[src/rtl/mem_port_arbiter.sv]
// Two-port (fetch/load-store) arbiter for the single-ported MIPS16 memory.
// Grants one requester, holds its command until mem_ack or timeout, then pulses done.
module mem_port_arbiter #(
  parameter int unsigned ADDR_W  = 16,
  parameter int unsigned DATA_W  = 16,
  parameter int unsigned RR_MODE = 0,
  parameter int unsigned TIMEOUT = 15
) (
  input  logic              clk,
  input  logic              rst,
  input  logic              req_i,
  input  logic [ADDR_W-1:0] addr_i,
  input  logic              req_d,
  input  logic [ADDR_W-1:0] addr_d,
  input  logic              we_d,
  input  logic [DATA_W-1:0] wdata_d,
  output logic              gnt_i,
  output logic              gnt_d,
  output logic              done_i,
  output logic              done_d,
  output logic [DATA_W-1:0] rdata,
  output logic              err,
  output logic              err_sticky,
  output logic              busy,
  output logic              mem_en,
  output logic              mem_we,
  output logic [ADDR_W-1:0] mem_addr,
  output logic [DATA_W-1:0] mem_wdata,
  input  logic [DATA_W-1:0] mem_rdata,
  input  logic              mem_ack
);

  localparam int unsigned     CNT_W    = 8;
  localparam logic [CNT_W-1:0] CNT_LAST = CNT_W'(TIMEOUT - 1);

  typedef enum logic [1:0] {
    S_IDLE,
    S_BUSY,
    S_DONE
  } state_t;

  state_t            state, state_nxt;
  logic [CNT_W-1:0]  cnt, cnt_nxt;
  logic              last_d, last_d_nxt;   // last grant went to D
  logic              owner_d, owner_d_nxt; // current command belongs to D
  logic              win_i, win_d;
  logic              busy_nxt, mem_en_nxt, mem_we_nxt;
  logic [ADDR_W-1:0] mem_addr_nxt;
  logic [DATA_W-1:0] mem_wdata_nxt, rdata_nxt;
  logic              done_i_nxt, done_d_nxt, err_nxt, err_sticky_nxt;

  assign gnt_i = win_i;
  assign gnt_d = win_d;

  // Next-state, grant and registered-output next values
  always_comb begin
    state_nxt      = state;
    cnt_nxt        = cnt;
    last_d_nxt     = last_d;
    owner_d_nxt    = owner_d;
    win_i          = 1'b0;
    win_d          = 1'b0;
    busy_nxt       = busy;
    mem_en_nxt     = mem_en;
    mem_we_nxt     = mem_we;
    mem_addr_nxt   = mem_addr;
    mem_wdata_nxt  = mem_wdata;
    done_i_nxt     = 1'b0;
    done_d_nxt     = 1'b0;
    rdata_nxt      = '0;
    err_nxt        = 1'b0;
    err_sticky_nxt = err_sticky;

    unique case (state)
      S_IDLE: begin
        if (!rst) begin
          // D wins unless both request in round-robin mode and D went last
          win_d = req_d && (!req_i || (RR_MODE == 0) || !last_d);
          win_i = req_i && !win_d;
        end
        if (win_i || win_d) begin
          state_nxt     = S_BUSY;
          cnt_nxt       = '0;
          owner_d_nxt   = win_d;
          last_d_nxt    = win_d;
          busy_nxt      = 1'b1;
          mem_en_nxt    = 1'b1;
          mem_we_nxt    = win_d && we_d;
          mem_addr_nxt  = win_d ? addr_d : addr_i;
          mem_wdata_nxt = win_d ? wdata_d : '0;
        end
      end

      S_BUSY: begin
        if (mem_ack || (cnt == CNT_LAST)) begin
          state_nxt     = S_DONE;
          mem_en_nxt    = 1'b0;
          mem_we_nxt    = 1'b0;
          mem_addr_nxt  = '0;
          mem_wdata_nxt = '0;
          done_i_nxt    = !owner_d;
          done_d_nxt    = owner_d;
          if (mem_ack) begin
            rdata_nxt = mem_we ? '0 : mem_rdata;
          end else begin
            err_nxt        = 1'b1;
            err_sticky_nxt = 1'b1;
          end
        end else begin
          cnt_nxt = cnt + CNT_W'(1);
        end
      end

      S_DONE: begin
        state_nxt = S_IDLE;
        busy_nxt  = 1'b0;
      end

      default: begin
        state_nxt = S_IDLE;
        busy_nxt  = 1'b0;
      end
    endcase
  end

  // State and output registers
  always_ff @(posedge clk) begin
    if (rst) begin
      state      <= S_IDLE;
      cnt        <= '0;
      last_d     <= 1'b1;
      owner_d    <= 1'b0;
      busy       <= 1'b0;
      mem_en     <= 1'b0;
      mem_we     <= 1'b0;
      mem_addr   <= '0;
      mem_wdata  <= '0;
      done_i     <= 1'b0;
      done_d     <= 1'b0;
      rdata      <= '0;
      err        <= 1'b0;
      err_sticky <= 1'b0;
    end else begin
      state      <= state_nxt;
      cnt        <= cnt_nxt;
      last_d     <= last_d_nxt;
      owner_d    <= owner_d_nxt;
      busy       <= busy_nxt;
      mem_en     <= mem_en_nxt;
      mem_we     <= mem_we_nxt;
      mem_addr   <= mem_addr_nxt;
      mem_wdata  <= mem_wdata_nxt;
      done_i     <= done_i_nxt;
      done_d     <= done_d_nxt;
      rdata      <= rdata_nxt;
      err        <= err_nxt;
      err_sticky <= err_sticky_nxt;
    end
  end

endmodule

[config.mk]
export PLATFORM = sky130hd
export DESIGN_NAME = mem_port_arbiter
export DESIGN_NICKNAME = d
export VERILOG_FILES = /design/src/rtl/mem_port_arbiter.sv
export SDC_FILE = /design/constraint.sdc
export NUM_CORES = 1
export LEC_CHECK = 0
export BUFFER_PORTS_ARGS = -buffer_cell sky130_fd_sc_hd__buf_2
export CAP_MARGIN = 20
export CORE_ASPECT_RATIO = 2
export CORE_MARGIN = 8
export CORE_UTILIZATION = 45
export CTS_CLUSTER_DIAMETER = 50
export CTS_CLUSTER_SIZE = 28
export DETAILED_ROUTE_END_ITERATION = 8
export GPL_ROUTABILITY_DRIVEN = 0
export GPL_TIMING_DRIVEN = 1
export PLACE_DENSITY = 0.83
export REMOVE_ABC_BUFFERS = 1
export SLEW_MARGIN = 20
export SYNTH_ARGS = -nofsm -noshare
export SYNTH_HDL_FRONTEND = slang
export SYNTH_SLANG_ARGS = --single-unit
[constraint.sdc]
create_clock -name clk -period 2.25 [get_ports clk]
set_input_delay 0.225 -clock clk [delete_from_list [all_inputs] [get_ports clk]]
set_output_delay 0.225 -clock clk [all_outputs]
set_load 0.005 [all_outputs]
==> results.md <==
- The final instance area is 3330 sq um.
- The cell area after placement is 3130 sq um.
- The total setup violations reported at the end of the flow is 0.
- The count of flip-flops with a built-in enable after synthesis is 0.
- The final route contains about 2,200 vias.
- The number of H-tree levels is 3.
- For this run, the detailed router's first-pass iteration total came to 4.
- The setup fix buffers added after clock tree synthesis is 0.
- Setup repair after global routing left no endpoint under its margin.
- The number of max-capacitance violations reported is 0.
- The flow ran to the end, and the final reports show no timing, DRC or antenna violations.
- The share of layout cells above drive strength 1 is 44.3%.
- The total die area is 8220 sq um.
- The top achievable clock speed is roughly 550 MHz.
- The type of destination of the critical path is a register.
- Buffers inserted during clock tree synthesis total 9.
- The global-route wire length before repair is 10,500 um.
- The number of antenna diodes in the final layout is 0.
- The floorplan core area is 5330 sq um.
- The portion of the clock cycle consumed by the worst path in the final layout is 80.3%.
- The number of top-level design ports is 127.
- The type of element launching the critical path is a register.
- The final routed wire length divided by cell count is 15.8 um.
- The most numerous cell in the Yosys netlist is sky130_fd_sc_hd__dfxtp_1.
- The kind of path behind the tightest hold check is in -> reg.
- The number of nets in the layout is 429.
- The initial antenna violation count was 0.
- The hold violation count in the final report is 0.
- Each instance of the synthesized netlist takes up on average 10.7 sq um.
- On the final layout, the worst clock skew is 0.00789 ns.
- The most area-hungry cell type in the Yosys netlist is sky130_fd_sc_hd__dfxtp_1.
- After synthesis, the cell types taking the most area are sky130_fd_sc_hd__dfxtp_1 54%, sky130_fd_sc_hd__a22o_1 6.1%, sky130_fd_sc_hd__mux2i_1 4.9%.
- From bottom edge to top edge, the die measures 120 um.
- The slew at the pin closest to its max-slew limit is 0.498 ns.
- The CTS clock-pin slew for the worst setup and hold paths is about 0.070 ns.
- Counting flops and latches in the post-synthesis netlist gives 66.
- The clock reaches the later pin of the worst-skew pair after 0.33 ns.
- The worst setup margin is 0.444 ns.
- The die is slightly below 70 um wide.
- The sequential share of the synthesized area is 53.8%.
- In this run the tool buffered the top-level ports with 126 buffer cells.
- The area growth from synthesis to layout is 35.8%.
- After layout, the minimum clock period comes to 1.81 ns.
- For this design the static power due to leakage is 1.65 nW.
- Global routing finished with a remaining overflow of 0.
- The via count of the first global-routing pass came to between 2,000 and 2,500.
- After detailed routing, the number of remaining DRC violations is 0.
- For this configuration, the core starts out at a cell density of 46.1%.
- The Yosys step of the flow raised 0 warnings.
- The post-synthesis instance total is 229.
- Ranked by instance count, the synthesized netlist is headed by 66 x sky130_fd_sc_hd__dfxtp_1, 17 x sky130_fd_sc_hd__a22o_1, 17 x sky130_fd_sc_hd__and2_1, 12 x sky130_fd_sc_hd__mux2i_1, 11 x sky130_fd_sc_hd__o2bb2ai_1.
- The master cell of the clock root buffer is sky130_fd_sc_hd__clkbuf_8.
- Clock tree synthesis found a total of 66 sinks.
- The initialized floorplan defines 38 standard-cell rows.
- The worst slew slack as a fraction of its limit is about 67%.
- The detail route stage leaves a number of antenna-violating nets equal to 0.
- The highest net fanout along the worst path is 8.
- At the worst endpoint, the required time is 2.51 ns.
- The longest clock path from root to sink contains 2 buffers.
- The critical path arrival is 2.07 ns.
- The worst setup path is of the reg -> reg kind.
- Entering global routing, the biggest net connects 30 pins.
- The post-synthesis async set-or-reset flop share is 0%.
- Once the clock tree was built, the resizer swapped 0 gates to a different size.
- Detailed placement ended at an HPWL of between 5000 and 6000 um.
- At the end of the flow the core is filled with cells to between 60% and 70%.
- The violation count after the first detailed-route iteration is 71.
- The synthesized area is between 2000 and 2500 sq um.
- The TritonCTS clock tree is done.
- The most used flip-flop cell after synthesis is sky130_fd_sc_hd__dfxtp_1.
- For this run, the total global-route usage over all layers was measured as 16.4%.
- In the routed layout, each cell is associated on average with a via count of 5.30.
- The synthesized design devotes to its leading area cell type 53.8% of total area.
- The total power divided by cell area is 780 nW/um^2.
- The post-synthesis cell type count is 39.
- Buffers inserted to repair hold after CTS numbered 0.
- The wire length after detailed routing is 6650 um.
- The worst slack at placement is 0.478 ns.
- The peak supply drop is 0.529 mV.
- The number of slew-limit violations in the final report was 0.
## cell families after synthesis
family,count (synthesis),synth area share (%)
AND/OR/NAND/NOR,67,16.5
adder cells (fa/ha/maj),2,1.02
buffers and inverters,18,3.72
flip-flops,66,53.8
multiplexers,17,7.19
AO/OA/AOI/OAI,59,17.7
## through the flow
| stage | instances | hold slack (ns) | TNS, ns | power [mW] |
|---|---|---|---|---|
| after global routing | 421 | 0.0793 | 0 | 2.72 |
| after CTS | 421 | 0.0696 | 0 | 2.63 |
| after floorplan | 214 | 0.294 | -0.523 | 1.44 |
| after global placement | 406 | 0.424 | 0 | 1.61 |
| after detailed placement | 406 | 0.428 | 0 | 1.62 |
| final | 421 | 0.0933 | 0 | 2.60 |
## worst paths after layout
path | start | to | depth (start not counted) | slack [ns]
setup / recovery | state[0] | cnt[6] | 4 | 0.44
hold / removal | mem_rdata[11] | rdata[11] | 2 | 0.09
setup reg to reg | state[0] | cnt[6] | 4 | 0.44
hold reg to reg | mem_addr[0] | mem_addr[0] | 1 | 0.46
## layout make-up
cell class                 instances  area, sq um
timing repair buffer             132          676
clock inverter                     2         35.0
clock buffer                      13          169
sequential                        66         1320
inverter                           3         11.3
multi-input combinational        145         1050
tap                               60         75.1
fill                             467         1990
## registers in the layout, summed over array words and instances (netlist names)
signal	flops
mem_wdata	16
done_i	1
mem_we	1
mem_en	1
owner_d	1
err	1
mem_addr	16
done_d	1
state	2
err_sticky	1
cnt	8
rdata	16
busy	1
## placed cells by master, fill, tap and decap left out, types with 2 or more instances in the layout
cell type / count
sky130_fd_sc_hd__mux2_2: 5
sky130_fd_sc_hd__o21a_1: 2
sky130_fd_sc_hd__clkbuf_8: 12
sky130_fd_sc_hd__and2_1: 17
sky130_fd_sc_hd__dfxtp_1: 66
sky130_fd_sc_hd__inv_1: 3
sky130_fd_sc_hd__o2bb2ai_1: 11
sky130_fd_sc_hd__nor4_1: 2
sky130_fd_sc_hd__o21ai_0: 6
sky130_fd_sc_hd__a41oi_1: 2
sky130_fd_sc_hd__buf_2: 126
sky130_fd_sc_hd__a31oi_1: 5
sky130_fd_sc_hd__or3_1: 3
sky130_fd_sc_hd__buf_4: 6
sky130_fd_sc_hd__mux2i_1: 12
sky130_fd_sc_hd__ha_1: 2
sky130_fd_sc_hd__nand2_1: 7
sky130_fd_sc_hd__nor3_1: 5
sky130_fd_sc_hd__a21oi_1: 8
sky130_fd_sc_hd__nor2_1: 5
sky130_fd_sc_hd__a22o_1: 17
sky130_fd_sc_hd__o21ai_1: 2
sky130_fd_sc_hd__nand3_1: 9
sky130_fd_sc_hd__nand2b_1: 8
sky130_fd_sc_hd__and3_1: 3
sky130_fd_sc_hd__nor3b_2: 2
## routing by layer
metal  part of all wire, %  global-route usage (%)  routed length (um)  vias to the layer above
met4                   2.2                    9.81                 146                        0
met2                    43                    23.0                2850                      132
met5                     0                       0                   0                        -
li1                      -                       -                   -                     1083
met1                    39                    18.2                2600                     1005
met3                    16                    10.0                1050                       12
## worst max-delay path, stage by stage, from the launching register on
cell and delay (ns):
sky130_fd_sc_hd__dfxtp_1 0.47, sky130_fd_sc_hd__or4b_4 0.51, sky130_fd_sc_hd__a21oi_1 0.42, sky130_fd_sc_hd__a41oi_1 0.18, sky130_fd_sc_hd__a31oi_1 0.15
## power breakdown
part           leakage [nW]  internal [mW]  switching [mW]  total, mW
clock network         0.106          0.595           0.408       1.00
registers             0.540           1.24          0.0424       1.28
logic                  1.00          0.166           0.148      0.314
(Power assumes the default switching activity.)
